`config.mk`:
```
export PLATFORM = sky130hd
export DESIGN_NAME = noekeon_word_loader
export DESIGN_NICKNAME = d
export VERILOG_FILES = /design/src/rtl/noekeon_word_loader.sv
export SDC_FILE = /design/constraint.sdc
export NUM_CORES = 1
export LEC_CHECK = 0
export CELL_PAD_IN_SITES_DETAIL_PLACEMENT = 1
export CELL_PAD_IN_SITES_GLOBAL_PLACEMENT = 1
export CORE_MARGIN = 3
export CORE_UTILIZATION = 35
export DETAILED_ROUTE_END_ITERATION = 8
export PLACE_DENSITY = 0.79
export RECOVER_POWER = 25
export SLEW_MARGIN = 30
export SYNTH_ARGS = -nofsm -noshare
export SYNTH_HDL_FRONTEND = slang
export SYNTH_SLANG_ARGS = --single-unit
export TNS_END_PERCENT = 5
```
`constraint.sdc`:
```
create_clock -name inClk -period 5.2 [get_ports inClk]
set_input_delay 1.04 -clock inClk [delete_from_list [all_inputs] [get_ports inClk]]
set_output_delay 1.04 -clock inClk [all_outputs]
set_load 0.05 [all_outputs]
```
`src/rtl/noekeon_word_loader.sv`:
```
// rtl/noekeon_word_loader.sv - word-stream front end assembling 128-bit key/data blocks for the Noekeon core.
// Define NOEKEON_LOADER_BYTESWAP_EN to byte-reverse every host word in and out (little-endian host).
module noekeon_word_loader #(
  parameter int WORD_W = 32
) (
  input  logic              inClk,
  input  logic              inReset,
  input  logic              inWordValid,
  output logic              outWordReady,
  input  logic [WORD_W-1:0] inWordData,
  input  logic              inWordIsKey,
  output logic              outSeqErr,
  output logic              outCoreDataWr,
  output logic              outCoreKeyWr,
  output logic [127:0]      outCoreData,
  output logic [127:0]      outCoreKey,
  input  logic              inCoreBusy,
  input  logic [127:0]      inCoreResult,
  output logic              outResValid,
  input  logic              inResReady,
  output logic [WORD_W-1:0] outResData,
  output logic              outResLast
);

  localparam int WORDS = 128 / WORD_W;
  localparam int CW = (WORDS > 1) ? $clog2(WORDS) : 1;
  localparam logic [CW-1:0] LAST_BEAT = CW'(WORDS - 1);

  typedef enum logic [2:0] {
    S_FILL,
    S_ISSUE,
    S_WAIT_START,
    S_WAIT_DONE,
    S_DRAIN
  } state_t;

  state_t          r_state;
  state_t          w_state_next;
  logic            r_word_ready;
  logic            r_seq_err;
  logic            r_data_wr;
  logic            r_key_wr;
  logic            r_res_valid;
  logic            r_res_last;
  logic [127:0]    r_core_data;
  logic [127:0]    r_core_key;
  logic [127:0]    r_buf;
  logic [127:0]    r_res;
  logic [CW-1:0]   r_cnt;
  logic [CW-1:0]   r_res_cnt;
  logic            r_type;
  logic            r_op_key;

  logic [WORD_W-1:0] w_word;
  logic              w_accept;
  logic              w_mismatch;
  logic [CW-1:0]     w_beat;
  logic              w_block_done;
  logic [127:0]      w_block;
  logic              w_issue;
  logic              w_capture;
  logic              w_res_hs;
  logic              w_res_done;
  logic [CW-1:0]     w_res_cnt_inc;

`ifdef NOEKEON_LOADER_BYTESWAP_EN
  function automatic logic [WORD_W-1:0] f_bswap(input logic [WORD_W-1:0] x);
    logic [WORD_W-1:0] y;
    y = '0;
    for (int i = 0; i < WORD_W / 8; i++) y[8*i +: 8] = x[WORD_W-8-8*i +: 8];
    return y;
  endfunction
  assign w_word     = f_bswap(inWordData);
  assign outResData = f_bswap(r_res[127 -: WORD_W]);
`else
  assign w_word     = inWordData;
  assign outResData = r_res[127 -: WORD_W];
`endif

  // A type change mid-fill restarts the block with this word as its first beat.
  assign w_accept      = inWordValid && r_word_ready;
  assign w_mismatch    = w_accept && (r_cnt != '0) && (inWordIsKey != r_type);
  assign w_beat        = w_mismatch ? '0 : r_cnt;
  assign w_block_done  = w_accept && (w_beat == LAST_BEAT);
  assign w_block       = (r_buf << WORD_W) | 128'(w_word);
  assign w_issue       = (r_state == S_ISSUE) && !inCoreBusy;
  assign w_capture     = (r_state == S_WAIT_DONE) && !inCoreBusy && !r_op_key;
  assign w_res_hs      = r_res_valid && inResReady;
  assign w_res_done    = w_res_hs && (r_res_cnt == LAST_BEAT);
  assign w_res_cnt_inc = r_res_cnt + CW'(1);

  assign outWordReady  = r_word_ready;
  assign outSeqErr     = r_seq_err;
  assign outCoreDataWr = r_data_wr;
  assign outCoreKeyWr  = r_key_wr;
  assign outCoreData   = r_core_data;
  assign outCoreKey    = r_core_key;
  assign outResValid   = r_res_valid;
  assign outResLast    = r_res_last;

  always_ff @(posedge inClk or negedge inReset) begin
    if (!inReset) r_state <= S_FILL;
    else          r_state <= w_state_next;
  end

  always_comb begin
    w_state_next = r_state;
    case (r_state)
      S_FILL:       if (w_block_done) w_state_next = S_ISSUE;
      S_ISSUE:      if (!inCoreBusy) w_state_next = S_WAIT_START;
      // The core only raises busy the cycle after the strobe.
      S_WAIT_START: w_state_next = S_WAIT_DONE;
      S_WAIT_DONE:  if (!inCoreBusy) w_state_next = r_op_key ? S_FILL : S_DRAIN;
      S_DRAIN:      if (w_res_done) w_state_next = S_FILL;
      default:      w_state_next = S_FILL;
    endcase
  end

  always_ff @(posedge inClk or negedge inReset) begin
    if (!inReset) begin
      r_word_ready <= 1'b0;
      r_seq_err    <= 1'b0;
      r_data_wr    <= 1'b0;
      r_key_wr     <= 1'b0;
      r_res_valid  <= 1'b0;
      r_res_last   <= 1'b0;
      r_core_data  <= '0;
      r_core_key   <= '0;
      r_buf        <= '0;
      r_res        <= '0;
      r_cnt        <= '0;
      r_res_cnt    <= '0;
      r_type       <= 1'b0;
      r_op_key     <= 1'b0;
    end else begin
      r_word_ready <= (w_state_next == S_FILL);
      r_res_valid  <= (w_state_next == S_DRAIN);
      r_seq_err    <= w_mismatch;
      r_key_wr     <= w_issue && r_op_key;
      r_data_wr    <= w_issue && !r_op_key;
      if (w_accept) begin
        r_buf  <= w_block;
        r_type <= inWordIsKey;
        r_cnt  <= w_block_done ? '0 : (w_beat + CW'(1));
      end
      if (w_block_done) begin
        r_op_key <= inWordIsKey;
        if (inWordIsKey) r_core_key  <= w_block;
        else             r_core_data <= w_block;
      end
      if (w_capture) begin
        r_res      <= inCoreResult;
        r_res_cnt  <= '0;
        r_res_last <= (WORDS == 1);
      end else if (w_res_hs) begin
        r_res      <= r_res << WORD_W;
        r_res_cnt  <= w_res_done ? '0 : w_res_cnt_inc;
        r_res_last <= !w_res_done && (w_res_cnt_inc == LAST_BEAT);
      end
    end
  end

endmodule

```
== Word-level counts from Yosys, hierarchy flattened ==
Index checks and enable logic that the tools add are counted.

* Multiplexer cells: 15
* Bitwise gates (word level): 2
* $add $sub $neg: 2
* Equality and inequality tests: 9
* Reduce and logical (&&, ||, !) cells: 21

{| class="wikitable"
|+ Operator list
! kind !! count
|-
| 2-to-1 mux 128 bit || 2
|-
| OR 128 x 32 -> 128 bit || 1
|-
| 2-to-1 mux 3 bit || 5
|-
| case mux 3 bit (5 select lines) || 1
|-
| logical AND 1 bit || 12
|-
| 2-to-1 mux 2 bit || 5
|-
| == test 2 bit (second input constant) || 3
|-
| == test 3 x 2 -> 1 bit (second input constant) || 2
|-
| == test 3 bit (second input constant) || 2
|-
| logical NOT 3 bit || 2
|-
| adder 2 x 1 -> 2 bit (second input constant) || 2
|-
| AND reduction 2 bit || 2
|-
| nonzero test 2 bit || 2
|-
| == test 3 x 1 -> 1 bit (second input constant) || 1
|-
| logical NOT 1 bit || 3
|-
| 2-to-1 mux 1 bit || 2
|-
| != test 1 bit || 1
|-
| NOT 1 bit || 1
|}

* Register bits: 495
* Logic and storage cells: 64
* Input port bits: 166
* Output and inout bits: 294

== Longest topological paths before layout ==
Gate-level depths: netlist of run 1.

* Word-level depth: 9
* Depth in mapped cells: 10
* Depth with buffers taken out: 7

== Worst setup path after synthesis of run 1 ==
No wires, ideal clock.

* Path kind: input to register
* Start point: in inWordValid
* End point: reg r_core_data[62], in the netlist outCoreData[62]
* Data required time: 5075 ps
* Stages on the path: 10
* Setup time: 125 ps
* Path slack: 2106 ps
* Data arrival time: 2969 ps
* Cell sequence: nand2_1 > clkbuf_1 > nor2_1 > nor2b_1 > ha_1 > and3_1 > nand2b_1 > clkbuf_1 > buf_2 > mux2_2

* Cells in the longest elaborated chain, start to end: 7

{| class="wikitable"
|+ RTL lines
! what !! RTL line !! text
|-
| from (decl) || 8 || <nowiki>input logic inWordValid,</nowiki>
|-
| logical AND 1 bit * || 81 || <nowiki>assign w_accept = inWordValid && r_word_ready;</nowiki>
|-
| logical AND 1 bit (2 in series) || 82 || <nowiki>assign w_mismatch = w_accept && (r_cnt != '0) && (inWordIsKey != r_type);</nowiki>
|-
| 2-to-1 mux 2 bit || 83 || <nowiki>assign w_beat = w_mismatch ? '0 : r_cnt;</nowiki>
|-
| == test 2 bit || 84 || <nowiki>assign w_block_done = w_accept && (w_beat == LAST_BEAT);</nowiki>
|-
| logical AND 1 bit * || 84 ||
|-
| AND reduction 2 bit (no line) * || n/a ||
|-
| to (signal assigned) || 149 || <nowiki>else r_core_data <= w_block;</nowiki>
|-
| to (decl) || 45 || <nowiki>logic [127:0] r_core_data;</nowiki>
|}

Mark *: on every way between the ends. The rest lies on a longest branch, timed or not.
A chain may end at the register's enable or synchronous reset.

==> results of run 1 <==
routing by layer:
layer / vias up / share of wire, %
met5: - / 0.030
met4: 2 / 2.7
met3: 86 / 11
met2: 423 / 48
met1: 6566 / 39
li1: 5512 / -
synthesized netlist by cell type, types with 4 or more instances:
cell      count
inv_1        33
a21oi_1      35
buf_1         4
mux2_4       50
dfrtp_1     495
clkbuf_1     38
buf_4        32
mux2i_1      34
nor2_1        6
nand2_1       6
nor3_1       35
o21ai_0      33
buf_6         7
o211ai_1     32
mux2_2      427
buf_2        35
final cells by class:
| type | instances | share of cell area [%] |
|---|---|---|
| Clock inverter | 15 | 0.8281 |
| Sequential cell | 495 | 45.80 |
| Multi-Input combinational cell | 687 | 25.76 |
| Clock buffer | 80 | 5.686 |
| Timing Repair Buffer | 479 | 17.95 |
| Inverter | 33 | 0.4580 |
| Tap cell | 756 | 3.497 |
| Antenna cell | 3 | 0.02776 |
cells by family (layout without fill, tap and decap cells):
logic type               after synthesis  count (layout)
multiplexers                         513             513
AO/OA/AOI/OAI                        108             108
other                                  0               3
AND/OR/NAND/NOR                       61              61
flip-flops                           495             495
buffers and inverters                149             607
XOR/XNOR                               2               2
adder cells (fa/ha/maj)                3               3
metrics by stage:
| step | area (um2) | instances | util [%] | total power [W] | hold WS (ps) |
|---|---|---|---|---|---|
| floorplan | 20090 | 1331 | - | 0.01276 | 442.1 |
| global placement | 25310 | 2450 | 44.71 | 0.01566 | 475.1 |
| detailed placement | 25310 | 2450 | 44.71 | 0.01598 | 490.2 |
| CTS | 27070 | 2545 | 47.83 | 0.01999 | 418.9 |
| global route | 27040 | 2545 | 47.77 | 0.02072 | 434.6 |
| finish | 27050 | 2548 | 47.78 | 0.01974 | 400.1 |
cells in the final DEF, fill, tap and decap left out, types with 2 or more instances in the layout:
cell type        count
a211oi_1             2
a21oi_1             35
buf_12               9
buf_4                8
bufinv_16            4
clkbuf_1            17
clkbuf_16           53
clkbuf_2             2
clkbuf_8            11
clkdlybuf4s50_1    457
clkinv_2             5
clkinv_4             2
clkinvlp_4           2
dfrtp_1            495
diode_2              3
ha_1                 3
inv_1               33
mux2_1               2
mux2_2             427
mux2_4              50
mux2i_1             34
nand2_1              3
nand2_4              3
nand3_1              2
nor2_1               6
nor2b_1              3
nor3_1              35
nor3b_1              2
o211ai_1            32
o21a_1               2
o21ai_0             33
o2bb2ai_1            2
xnor2_1              2
worst max-delay path by stage:
stage / startpoint / to / slack, ps
after global placement: inWordIsKey / outCoreData[12]$_DFFE_PN0P_ / 1320
final: inReset / outCoreData[24]$_DFFE_PN0P_ / 1810
after floorplan: inWordValid / outCoreData[62]$_DFFE_PN0P_ / 2110
after detailed placement: inWordIsKey / outCoreData[61]$_DFFE_PN0P_ / 1230
after CTS: inWordIsKey / outCoreData[61]$_DFFE_PN0P_ / 1870
after global routing: inReset / outCoreKey[102]$_DFFE_PN0P_ / 1310
where the power goes:
part / switching (W) / leakage (nW) / internal [W] / total [W]
clock: 0.00159 / 0.854 / 0.00224 / 0.00383
sequential: 0.00125 / 6.23 / 0.00562 / 0.00687
combinational: 0.00543 / 5.26 / 0.00362 / 0.00904
registers in the layout, indices dropped and copies added (netlist names):
signal / flops
outCoreData: 128
outCoreKey: 128
r_res: 128
r_buf: 96
r_state: 3
r_cnt: 2
r_res_cnt: 2
outCoreDataWr: 1
outCoreKeyWr: 1
outResLast: 1
outResValid: 1
outSeqErr: 1
outWordReady: 1
r_op_key: 1
r_type: 1
==> impl_metrics.toml, run 1 <==
[setup_path]
criticalPathCategory = "input pin to async pin"
slowest_stage = "clkbuf_2"
cp_data_required_time_ps = 5370
cp_max_fo = 100
cp.depth = 2
critPathLaunchType = "input pin"
cp_num_buf_inv = 2
r2r_end = "r_res[55]$_DFFE_PN0P_"
crit_arrival_ps = 3560
path_cells = "buf_8 -> clkbuf_2"
rr_worst_depth = 4
crit_path_max_incr_delay_ps = 1840
crit_family = "buffers and inverters"
r2r_setup_slack_ps = 2440
rr_startpoint = "r_op_key$_DFFE_PN0P_"
crit_path_end_kind = "async pin"

[timing]
slew_headroom_pct = -67.61
hold_violations = 0
tightest_slew_ps = 2514
drv_slew = 236
fmax_mhz = 295.2
period_needed_ps = 3388
setup-tns-final_ps = 0
setup_viol = 0
rsz0062_at_grt = "no"
fin_ws_ps = 1812
finalCritPeriodShare_pct = 65.16
skew_ps = 21.35

[layout]
drive_above_1_share_pct = 32.64
fillers = 5618
seq_area_um2 = 12390
nets = 1918
areaGrowthSynthToFinish_pct = 34.60
multi_input_area_um2 = 6967

[pwr]
power_density_nw_per_um2 = 730.0
vdd_ir_drop_max_mv = 0.4092
power.leakage_nw = 12.34

[routing]
initialDrtViolationCount = 529
drc_errors = 0
vias = 12590
firstDrtPassIters = 4
ant_nets = 0
routed_wl_mm = 59.18
wl_per_cell_um = 23.23
vias_per_cell = 4.941

[clock_network]
numClockSinks = 495
clk_pin_slew_ps = 60
cts_buffer_depth = 3
cts_tree = "built"
cts_repair_resize_count = 0
cts_buffers = 53
holdBufCountCts = 0
post-cts-setup-buffers = 0
clk_latency_ps = 610
cts-root-buf = "clkbuf_16"
htreeDepth = 2

[placed_design]
io_buffers = 459
post-place-ws_ps = 1232
globalplace.congestion = 0.8086
dp_hpwl_mm = 40.24

[grt]
use_met2_pct = 32.16
antenna_found_initial = 2
grt_pass1_wl_mm = 90.46
grt_start_max_net_pins = 124
use_met3_pct = 8.658
busiest_layer = "met2"
grt_usage_pct = 19.46
grt_overflow = 0
use_met1_pct = 22.77
grt_pass1_vias = 14470

[yosys]
synth_nets = 1500
synth_top_family_by_area = "multiplexers"
synthFlopType = "dfrtp_1"
ys_seq_elements = 495
synth_mux_area_share_pct = 29.47
synth-compound-area-share_pct = 3.207
syn_inst = 1331
syn_area_um2 = 20090
synth_fa_ha_area_share_pct = 0.1868
synthArstFlopShare_pct = 100.0
synth-warning-count = 0
synth.avg_cell_area_um2 = 15.10
synth_enable_flop_cells = 0
synthDominantCellAreaShare_pct = 61.64
ys_seq_area_share_pct = 61.64
yosysTopAreaCell = "dfrtp_1"
synth_xor_area_share_pct = 0.08717
netlist_top_cells_area = "dfrtp_1, mux2_2, mux2_4"
synth-simple-area-share_pct = 1.544
synth_cell_type_count = 32

[run_status]
status = "finished with violations"
violations = "max-capacitance violations, max-slew violations"

[die]
die_y_um = 245.6
core_um2 = 56600
start_util_pct = 35.50
fp-row-count = 87
boundaryPins = 460
die-area_um2 = 60320
die_x_um = 245.6

[run]
maxCapViolations = 3

[worst_hold_path]
min_path_type = "input pin to async pin"
Power figures use the tool's default switching activity.
==> run 2, diff against run 1 <==
==> constraint.sdc (replaced) <==
create_clock -name inClk -period 3.45 [get_ports inClk]
set_input_delay 0.69 -clock inClk [delete_from_list [all_inputs] [get_ports inClk]]
set_output_delay 0.69 -clock inClk [all_outputs]
set_load 0.05 [all_outputs]
==> impl_metrics.toml, run 2 (synthesis gave the netlist of run 1 again) <==
[die]
die_x_um = 245.6
boundaryPins = 460
start_util_pct = 35.50
fp-row-count = 87
die_y_um = 245.6
die-area_um2 = 60320
core_um2 = 56600

[setup_path]
r2r_end = "outCoreKey[83]$_DFFE_PN0P_"
crit_path_end_kind = "flop"
r2r_setup_slack_ps = 1050
rr_worst_depth = 8
rr_startpoint = "r_type$_DFFE_PN0P_"
cp_data_required_time_ps = 3930
crit_end = "outCoreKey[83]$_DFFE_PN0P_"
crit_arrival_ps = 3130
criticalPathCategory = "input pin to flop"
startpoint = "inWordIsKey"
cp_max_fo = 39
critPathLaunchType = "input pin"

[routing]
routed_wl_mm = 60.70
drc_errors = 0
initialDrtViolationCount = 495
wl_per_cell_um = 23.67
firstDrtPassIters = 4
vias_per_cell = 4.925
vias = 12630
ant_nets = 0

[timing]
setup_viol = 0
finalCritPeriodShare_pct = 76.89
fmax_mhz = 377.0
hold_violations = 0
skew_ps = 36.68
drv_slew = 69
slew_headroom_pct = -55.58
tightest_slew_ps = 2334
period_needed_ps = 2653
setup-tns-final_ps = 0
rsz0062_at_grt = "no"

[grt]
antenna_found_initial = 1
grt_pass1_wl_mm = 93.05
grt_usage_pct = 20.08
grt_overflow = 0
grt_pass1_vias = 14590
grt_start_max_net_pins = 76

[clock_network]
clk_latency_ps = 610
cts_repair_resize_count = 0
clk_pin_slew_ps = 60
cts_buffer_depth = 3
post-cts-setup-buffers = 0
holdBufCountCts = 0
cts-root-buf = "clkbuf_16"
cts_tree = "built"
numClockSinks = 495
cts_buffers = 54
htreeDepth = 2

[layout]
layout_commonest_cell = "dfrtp_1"
layout_common_cells = "dfrtp_1, clkdlybuf4s50_1, mux2_2"
drive_above_1_share_pct = 33.61
nets = 1934
seq_area_um2 = 12390
multi_input_area_um2 = 6967
fillers = 5561
final_util_pct = 48.36
areaGrowthSynthToFinish_pct = 36.23

[placed_design]
dp_hpwl_mm = 41.80
globalplace.congestion = 0.8151
io_buffers = 459

[pwr]
seq_power_share_pct = 34.3
clock_power_share_pct = 20.2
power.leakage_nw = 12.52
vdd_ir_drop_max_mv = 0.6435
power.share.combinational_pct = 45.5
swShare_pct = 41.69
p_sw_w = 0.01263
power_density_nw_per_um2 = 1107
p_int_w = 0.01767

[run_status]
status = "finished with violations"
violations = "max-capacitance violations, max-slew violations"

[run]
maxCapViolations = 1

[worst_hold_path]
min_path_type = "flop to flop"
-- run 2: changes by cell type in the layout (fill, tap and decap cells not counted), sizes merged --
cell           delta
buf              +15
bufinv            +3
clkbuf            -3
clkdlybuf4s50     +1
clkinv            +2
clkinvlp          -1
diode             -1
dlygate4sd3       -1
inv               +1
-- run 2: power groups by stage --
stage	Sequential [W]	Clock, W	Combinational (W)
after floorplan	0.0141	0	0.00509
after global placement	0.0102	0	0.0135
after detailed placement	0.0104	0	0.0138
after CTS	0.0104	0.00629	0.0139
after global routing	0.0107	0.00656	0.0145
final	0.0104	0.00613	0.0138
-- run 2: cell type report --
type	count	area share, %
Sequential cell	495	45.25
Multi-Input combinational cell	687	25.45
Clock inverter	20	1.211
Antenna cell	2	0.01828
Inverter	33	0.4525
Clock buffer	77	5.727
Timing Repair Buffer	494	18.43
Tap cell	756	3.456
-- run 2: worst min-delay path by stage --
stage               cells past startpoint  slack (ps)                           end                    startpoint
floorplan                               0         390       outCoreDataWr$_DFF_PN0_                       inReset
global placement                        1         470          r_state[1]$_DFF_PN0_          r_state[2]$_DFF_PN0_
detailed placement                      1         490          r_state[1]$_DFF_PN0_          r_state[2]$_DFF_PN0_
CTS                                     1         120   outCoreKey[106]$_DFFE_PN0P_                       inReset
global route                            1         520   outCoreKey[100]$_DFFE_PN0P_   outCoreKey[100]$_DFFE_PN0P_
finish                                  1         500  outCoreData[117]$_DFFE_PN0P_  outCoreData[117]$_DFFE_PN0P_
-- run 2: worst max-delay path, cell delays in order --
cell	delay, ps
clkdlybuf4s50_1	580
xnor2_1	120
nor2_1	190
nor2b_1	90
ha_1	240
and3_1	230
nand2_4	270
buf_12	290
mux2_2	380
-- run 2: metrics by stage --
| step | instances | hold WS [ps] | setup slack, ps | total power, W | instance area (um2) |
|---|---|---|---|---|---|
| global placement | 2465 | 471.1 | 248.0 | 0.02366 | 25490 |
| global route | 2563 | 517.3 | 648.8 | 0.03176 | 27370 |
| finish | 2564 | 502.2 | 797.4 | 0.03030 | 27370 |
| floorplan | 1331 | 394.4 | 685.7 | 0.01923 | 20090 |
| CTS | 2562 | 119.8 | 724.3 | 0.03063 | 27390 |
| detailed placement | 2465 | 490.1 | 161.1 | 0.02421 | 25490 |
-- run 2: routing by layer --
metal	track usage, %	vias up	share of wire, %
met5	0	-	0
met4	5.488	0	2.3
met3	8.232	72	9.8
met2	33.43	398	48
met1	24.04	6603	40
li1	-	5554	-
==> run 3, diff against run 2 <==
--- a/config.mk
+++ b/config.mk
@@ -10,7 +10,7 @@
 export CORE_MARGIN = 3
 export CORE_UTILIZATION = 35
 export DETAILED_ROUTE_END_ITERATION = 8
-export PLACE_DENSITY = 0.79
+export PLACE_DENSITY = 0.82
 export RECOVER_POWER = 25
 export SLEW_MARGIN = 30
 export SYNTH_ARGS = -nofsm -noshare
==> constraint.sdc (replaced) <==
create_clock -name inClk -period 2.41 [get_ports inClk]
set_input_delay 0.482 -clock inClk [delete_from_list [all_inputs] [get_ports inClk]]
set_output_delay 0.482 -clock inClk [all_outputs]
set_load 0.05 [all_outputs]
==> impl_metrics.toml, run 3 (synthesis gave the netlist of run 1 again) <==
[routing]
drc_errors = 0
vias_per_cell = 4.976
vias = 12850
ant_nets = 0
initialDrtViolationCount = 608
firstDrtPassIters = 4
wl_per_cell_um = 24.25
routed_wl_mm = 62.63

[worst_hold_path]
min_path_type = "input pin to async pin"

[run]
maxCapViolations = 0

[placed_design]
dp_hpwl_mm = 42.87
io_buffers = 459
dpl-instance-area_um2 = 25690
globalplace.congestion = 0.8123
post-place-ws_ps = -456.7

[clock_network]
cts_tree = "built"
cts_buffers = 53
post-cts-setup-buffers = 0
clk_pin_slew_ps = 60
clk_latency_ps = 600
numClockSinks = 495
cts-root-buf = "clkbuf_16"
cts_buffer_depth = 3
htreeDepth = 2

[layout]
fin_area_um2 = 27430
nets = 1951
drive_above_1_share_pct = 34.23
layout_commonest_cell = "dfrtp_1"
fillers = 5557
layout_common_cells = "dfrtp_1, clkdlybuf4s50_1, mux2_2"
seq_area_um2 = 12390
areaGrowthSynthToFinish_pct = 36.50
multi_input_area_um2 = 6967

[grt]
antenna_found_initial = 4
grt_pass1_vias = 14860
grt_pass1_wl_mm = 95.05
grt_start_max_net_pins = 75
grt_overflow = 0
grt_usage_pct = 20.63

[timing]
skew_ps = 19.77
slew_headroom_pct = 18.87
drv_slew = 0
rsz0062_at_grt = "no"
fin_ws_ps = 55.94
hold_slack_ps = 436.8
finalCritPeriodShare_pct = 97.68
fmax_mhz = 424.8
hold_violations = 0
period_needed_ps = 2354
tightest_slew_ps = 1217
setup_viol = 0

[setup_path]
cp_data_required_time_ps = 1930
crit_path_end_kind = "output pin"
crit_family = "buffers and inverters"
slowest_stage = "clkdlybuf4s50_1"
path_cells = "clkdlybuf4s50_1"
cp_max_fo = 2
critPathLaunchType = "flop"
crit_path_max_incr_delay_ps = 920
cp_num_buf_inv = 1
crit_arrival_ps = 1870
criticalPathCategory = "flop to output pin"

[pwr]
power.leakage_nw = 12.63
vdd_ir_drop_max_mv = 0.9968
power_density_nw_per_um2 = 1581

[die]
die_y_um = 245.6
start_util_pct = 35.50
die_x_um = 245.6
fp-row-count = 87
boundaryPins = 460
core_um2 = 56600
die-area_um2 = 60320

[run_status]
status = "complete, no violations"
-- run 3: final timing paths --
path | depth (start not counted) | slack [ps] | endpoint | start
hold / removal | 2 | 440 | r_res[81]$_DFFE_PN0P_ | inReset
setup reg to reg | 4 | 190 | r_buf[14]$_DFFE_PN0P_ | outWordReady$_DFF_PN0_
setup / recovery | 1 | 60 | outCoreKey[60] | outCoreKey[60]$_DFFE_PN0P_
max in group asynchronous | 3 | 360 | outCoreKey[49]$_DFFE_PN0P_ | inReset
min in group inClk | 3 | 460 | r_res[17]$_DFFE_PN0P_ | inCoreResult[17]
hold reg to reg | 1 | 500 | r_state[1]$_DFF_PN0_ | r_state[2]$_DFF_PN0_
-- run 3: repair_timing --
item / CTS / global route
gates resized for setup: 3 / 4
hold buffers: 1 / 0
endpoints found under the setup margin: 3 / 4
pin swaps: 0 / 0
hold endpoints to repair: 55 / 0
-- run 3: per-layer routing --
layer | GRT usage (%) | routed length (um) | vias up
met4 | 5.766 | 1603 | 4
met1 | 24.46 | 24550 | 6712
met3 | 8.145 | 5976 | 89
li1 | - | - | 5574
met5 | 0 | 32 | -
met2 | 34.77 | 30470 | 475
-- run 3: where the power goes --
| part | internal, W | switching (W) | total [W] | leakage (nW) |
|---|---|---|---|---|
| Combinational | 0.00796 | 0.0119 | 0.0199 | 5.52 |
| Sequential | 0.0121 | 0.00294 | 0.0151 | 6.23 |
| Clock | 0.00494 | 0.00349 | 0.00843 | 0.882 |
-- run 3: final cells by class --
cell class,instances,area share [%]
diodes,4,0.03649
clock buffers,74,5.524
clock inverters,22,1.022
inverters,33,0.4516
multi-input cells,687,25.40
flip-flops and latches,495,45.16
well taps,756,3.449
repair buffers,512,18.95
-- run 3: stage by stage --
step                TNS [ps]  utilization, %  instances  power [W]
detailed placement   -117850           45.38       2482    0.03489
global placement     -117240           45.38       2482    0.03399
finish                     0           48.46       2583    0.04335
global route               0           48.44       2580    0.04537
CTS                        0           48.56       2579    0.04383
floorplan              -3853               -       1331    0.02754
